**src/rtl/work_deserializer.sv**
```systemverilog
// Work deserializer: hunts a SYNC header in a 48-bit FIFO stream, stages a 13-word job and hands it to the hasher.
// Optional trailing XOR checksum word enabled by defining WORK_DESER_CHECKSUM_EN.
module work_deserializer #(
  parameter int          DATAIN = 48,
  parameter logic [15:0] SYNC   = 16'hB17C
) (
  input  logic              clk,
  input  logic              rst_n,
  input  logic [DATAIN-1:0] datain,
  input  logic              empty,
  output logic              rden,
  input  logic              ready,
  output logic [95:0]       data_hash,
  output logic [255:0]      midstate,
  output logic [255:0]      target,
  output logic [7:0]        job_id,
  output logic              en,
  output logic              frame_err
);

  localparam int         STAGE_W   = 13 * DATAIN;
  localparam logic [3:0] LAST_WORD = 4'd12;

`ifdef WORK_DESER_CHECKSUM_EN
  typedef enum logic [1:0] {IDLE, LOAD, CHECK, HOLD} state_t;
`else
  typedef enum logic [1:0] {IDLE, LOAD, HOLD} state_t;
`endif

  state_t              r_state;
  logic [3:0]          r_cnt;
  logic                r_rden;
  logic                r_dvalid;
  logic [STAGE_W-1:0]  r_stage;
  logic [7:0]          r_job_stage;
  logic [95:0]         r_data_hash;
  logic [255:0]        r_midstate;
  logic [255:0]        r_target;
  logic [7:0]          r_job_id;
  logic                r_en;
  logic                r_frame_err;
`ifdef WORK_DESER_CHECKSUM_EN
  logic [DATAIN-1:0]   r_xor;
`endif

  logic w_issue;
  logic w_sync;
  logic w_need;
  logic w_rden_next;

  assign w_issue = r_rden && !empty;
  assign w_sync  = (datain[DATAIN-1 -: 16] == SYNC);

  // A word is still needed unless the one arriving this cycle completes the frame.
  always_comb begin
    w_need = 1'b0;
    case (r_state)
      IDLE:    w_need = 1'b1;
`ifdef WORK_DESER_CHECKSUM_EN
      LOAD:    w_need = 1'b1;
      CHECK:   w_need = !r_dvalid;
`else
      LOAD:    w_need = !(r_dvalid && (r_cnt == LAST_WORD));
`endif
      default: w_need = 1'b0;
    endcase
  end

  assign w_rden_next = !empty && w_need && !w_issue;

  always_ff @(posedge clk) begin
    if (!rst_n) begin
      r_state     <= IDLE;
      r_cnt       <= 4'd0;
      r_rden      <= 1'b0;
      r_dvalid    <= 1'b0;
      r_stage     <= '0;
      r_job_stage <= 8'd0;
      r_data_hash <= 96'd0;
      r_midstate  <= 256'd0;
      r_target    <= 256'd0;
      r_job_id    <= 8'd0;
      r_en        <= 1'b0;
      r_frame_err <= 1'b0;
`ifdef WORK_DESER_CHECKSUM_EN
      r_xor       <= '0;
`endif
    end else begin
      r_rden      <= w_rden_next;
      r_dvalid    <= w_issue;
      r_en        <= 1'b0;
      r_frame_err <= 1'b0;
      case (r_state)
        IDLE: begin
          if (r_dvalid) begin
            if (w_sync) begin
              r_job_stage <= datain[31:24];
              r_cnt       <= 4'd0;
`ifdef WORK_DESER_CHECKSUM_EN
              r_xor       <= '0;
`endif
              r_state     <= LOAD;
            end else begin
              r_frame_err <= 1'b1;
            end
          end
        end
        LOAD: begin
          if (r_dvalid) begin
            r_stage <= {r_stage[STAGE_W-DATAIN-1:0], datain};
`ifdef WORK_DESER_CHECKSUM_EN
            r_xor   <= r_xor ^ datain;
`endif
            // Counter saturates at the last payload index; the next frame must start with a header.
            if (r_cnt == LAST_WORD) begin
`ifdef WORK_DESER_CHECKSUM_EN
              r_state <= CHECK;
`else
              r_state <= HOLD;
`endif
            end else begin
              r_cnt <= r_cnt + 4'd1;
            end
          end
        end
`ifdef WORK_DESER_CHECKSUM_EN
        CHECK: begin
          if (r_dvalid) begin
            if (datain == r_xor) begin
              r_state <= HOLD;
            end else begin
              r_frame_err <= 1'b1;
              r_state     <= IDLE;
            end
          end
        end
`endif
        HOLD: begin
          if (ready) begin
            r_data_hash <= r_stage[STAGE_W-1 -: 96];
            r_midstate  <= r_stage[STAGE_W-97 -: 256];
            r_target    <= r_stage[STAGE_W-353 -: 256];
            r_job_id    <= r_job_stage;
            r_en        <= 1'b1;
            r_state     <= IDLE;
          end
        end
        default: r_state <= IDLE;
      endcase
    end
  end

  assign rden      = r_rden;
  assign data_hash = r_data_hash;
  assign midstate  = r_midstate;
  assign target    = r_target;
  assign job_id    = r_job_id;
  assign en        = r_en;
  assign frame_err = r_frame_err;

endmodule
```
**config.mk**
```make
export PLATFORM = sky130hd
export DESIGN_NAME = work_deserializer
export DESIGN_NICKNAME = d
export VERILOG_FILES = /design/src/rtl/work_deserializer.sv
export SDC_FILE = /design/constraint.sdc
export NUM_CORES = 2
export LEC_CHECK = 0
export ABC_AREA = 1
export BUFFER_PORTS_ARGS = -buffer_cell sky130_fd_sc_hd__buf_2
export CAP_MARGIN = 20
export CORE_ASPECT_RATIO = 1.1
export CORE_MARGIN = 4
export CORE_UTILIZATION = 40
export CTS_CLUSTER_SIZE = 40
export DETAILED_ROUTE_END_ITERATION = 8
export PLACE_DENSITY_LB_ADDON = 0.2
export SLEW_MARGIN = 5
export SYNTH_ARGS = -nofsm -noshare
export SYNTH_HDL_FRONTEND = slang
export SYNTH_SLANG_ARGS = --single-unit
```
**constraint.sdc**
```tcl
create_clock -name clk -period 1.2 [get_ports clk]
set_input_delay 0.12 -clock clk [delete_from_list [all_inputs] [get_ports clk]]
set_output_delay 0.12 -clock clk [all_outputs]
set_load 0.1 [all_outputs]
```
==> summary.txt <==
initial DRC count - 3,647
Via density - 5.40
Worst-path clk slew - 0.06 ns
CP required - 1.85 ns
Finished Layout Cells - 7,834
Avg Inst Size Synth - 7.91 um2
Nets - 6,367
status - complete, but fails checks
Rows - 127
Clk Tree Root Cell - clkbuf_16
fmax - 0.588 GHz
Slew HR - 44.0%
critical path fanouts, max - 10
antenna viol nets, final - 0
synth top area cells - dfxtp_1 (57%), nor2_1 (11%), a21oi_1 (7.1%)
Pins Over Slew Limit - 0
vias - 42,300
Syn Std Cell Area - 44,100 um2
Synth Instances - 5,575
H-tree Lvls - 4
DP Cell Count - 7,467
Seq/Total Area, Yosys - 57.1%
GR Util met1 - 33.0%
n_diodes - 0
DRT Pass-1 Iters - 7
area leader, netlist - dfxtp_1
Hold Vio Cnt, Final - 3
grt total ovfl - 0
Core Region - 109,000 um2
CTS buffer count - 131
Wirelength per Cell - 21.9 um
GRT Max-Usage Layer - met2
dpl hpwl - 115 mm
global-route wire length before repair - 250 mm
Yosys warnings - 0
max cap viols - 0
Pwr Density - 1260 nW/um2
share of layout cells above drive strength 1 - 22.6%
initial antenna violation count - 0
violated checks - negative hold slack, negative setup slack
Sw Pwr - 18.4 mW
Global Route met3 Usage - 7.02%
P&R area growth vs syn - 51.6%
combinational share of power - 2.3%
Startpoint Class - register
grt met2 use - 48.0%
CTS tree - yes
Cell Int Power - 66.0 mW
io pins - 671
count of input and output buffers - 670
Least-Margin Pin Slew - 0.838 ns
Total GRT Usage - 27.7%
post-synth top area share - 57.1%
period utilization - 142%
die footprint - 116,000 um2
register share of total power - 49.4%
Util after Layout - 61.2%
largest net degree at the start of global routing - 132
Fin Setup TNS - -567.54 ns
Die Y - 356 um
Fin Clk Skew - 0.0281 ns
Initial Utilization - 40.4%
clock latency on the worst-skew pair - 0.75 ns
Clk pwr share - 48.3%
Crit. End Element - register
Leakage - 27.3 nW
Mapped Nets - 5,629
switching share of power - 21.8%
setup violators final - 1,876
worst setup margin - -0.500 ns
DRC viols - 0
CTS sink cnt - 1,258
crit path DAT - 2.35 ns
clk buf depth - 3
Final GP Congestion - 0.908
synth unique cells - 23
reg2reg setup slack - -0.50 ns
Min Hold Slack - -0.0370 ns
RSZ-0062 raised after global routing - yes
minimum clock period - 1.70 ns
Yosys reg bits - 1,258
WS Path Type - reg -> reg
vias in the first global route - 40,200
fill count - 9,070
Max rail drop VDD - 1.07 mV
Chip Width - 324 um
Hold WC Path Type - in -> reg
routed wire length - 171 mm
-- synth_stat cells --
| cell type | number |
|---|---|
| buf_2 | 210 |
| nor2_1 | 1276 |
| a21oi_1 | 624 |
| inv_1 | 20 |
| inv_2 | 3 |
| clkbuf_1 | 253 |
| a21boi_0 | 1 |
| o21ai_2 | 1 |
| nor2_4 | 1 |
| nand4_1 | 1 |
| dfxtp_1 | 1258 |
| nand3_1 | 622 |
| nor3b_1 | 1 |
| nor2_2 | 1 |
| nand2_1 | 652 |
| or2_2 | 1 |
| ha_1 | 2 |
| o21ai_1 | 18 |
| o21ai_0 | 607 |
| nor3_1 | 2 |
| buf_4 | 7 |
| buf_1 | 13 |
| a31o_2 | 1 |
-- logic make-up after synthesis --
| kind of cell | after synthesis | share of synthesized area [%] |
|---|---|---|
| flip-flops | 1258 | 57.1 |
| AND/OR/NAND/NOR | 2557 | 23.6 |
| adder cells (fa/ha/maj) | 2 | 0.0568 |
| buffers and inverters | 506 | 4.97 |
| AO/OA/AOI/OAI | 1252 | 14.2 |
-- state kept, by name, indices dropped and copies added, names as in the netlist --
signal       flops
rden             1
r_job_stage      8
target         256
r_stage        624
job_id           8
frame_err        1
data_hash       96
r_state          2
r_dvalid         1
midstate       256
r_cnt            4
en               1
-- placed cells by master (no fill, tap or decap), types with 2 or more instances in the layout --
cell type      synthesis  final
nand2_1              652    648
dlygate4sd3_1          0     65
nor2_4                 1      6
ha_1                   2      2
a21oi_1              624    612
bufinv_16              0      3
buf_12                 0    721
dfxtp_1             1258   1097
nand2_2                0      2
buf_6                  0     11
dfxtp_4                0     37
clkbuf_1             253     29
clkinv_2               0     23
buf_16                 0     22
dfxtp_2                0    124
inv_6                  0      6
buf_2                210     49
nand3_1              622    615
buf_8                  0      3
a21oi_2                0     12
nor3_1                 2      2
bufbuf_16              0      8
nor2_1              1276   1248
clkbuf_8               0     32
inv_1                 20     20
nand3_2                0      7
inv_8                  0      2
clkinv_8               0      3
o21ai_1               18     28
buf_4                  7    192
o21ai_0              607    597
clkbuf_16              0    153
nor2_2                 1     24
-- what timing repair did --
action                                   CTS  global route
gates resized for setup                  732            71
setup buffers                             19            19
hold buffers                              59             9
pin swaps                                  6            27
hold endpoints to repair                 426            23
endpoints found under the setup margin  1874          1876
gates cloned                              10            18
-- path summary, 6_finish.rpt --
path,startpoint,endpoint,cells after the start
setup / recovery,r_state[1],midstate[52],9
setup reg to reg,r_state[1],midstate[52],9
hold reg to reg,r_stage[590],data_hash[62],2
hold / removal,ready,midstate[208],5
-- critical path, cell delays in order, from the launching register on --
cell and delay (ns):
dfxtp_2 0.36, inv_4 0.05, buf_4 0.13, nor2_4 0.12, buf_12 0.17, buf_16 0.17, buf_12 0.15, clkbuf_16 0.17
nand3_1 0.08, a21oi_1 0.18
-- power by group through the flow --
stage	Clock [mW]	Combinational, mW	Sequential (mW)
6_report	40.8	1.96	41.7
5_1_grt	43.0	2.07	41.6
4_1_cts	41.2	1.90	41.7
3_5_place_dp	0	1.73	42.7
3_3_place_gp	0	1.74	42.7
2_1_floorplan	0	0.830	42.7
-- layer usage --
metal  vias to the layer above  part of all wire (%)  wire length [um]
met5                         -                     0                 0
met4                         0                   4.2              7120
met3                       315                   8.2             14000
met2                      1733                    49             84300
met1                     20400                    38             65900
li1                      19900                     -                 -
-- stage by stage --
step                      worst slack (ns)  instance area (um2)  total power, mW
after global routing                -0.502                66800             86.7
after detailed placement            -0.383                58200             44.4
after global placement              -0.387                58200             44.4
final                               -0.500                66800             84.4
after floorplan                    -0.0526                44300             43.5
after CTS                           -0.412                65900             84.8
-- layout make-up --
cell class                      instances  area, um2  area share [%]
Timing Repair Buffer                 1087      18200            27.3
Timing Repair inverter                  1       11.3          0.0169
Tap cell                             1419       1780            2.66
Clock buffer                          198       3980            5.95
Multi-Input combinational cell       3811      16900            25.3
Inverter                               23        113           0.169
Clock inverter                         37        344           0.515
Sequential cell                      1258      25500            38.1
Power figures use the tool's default switching activity.
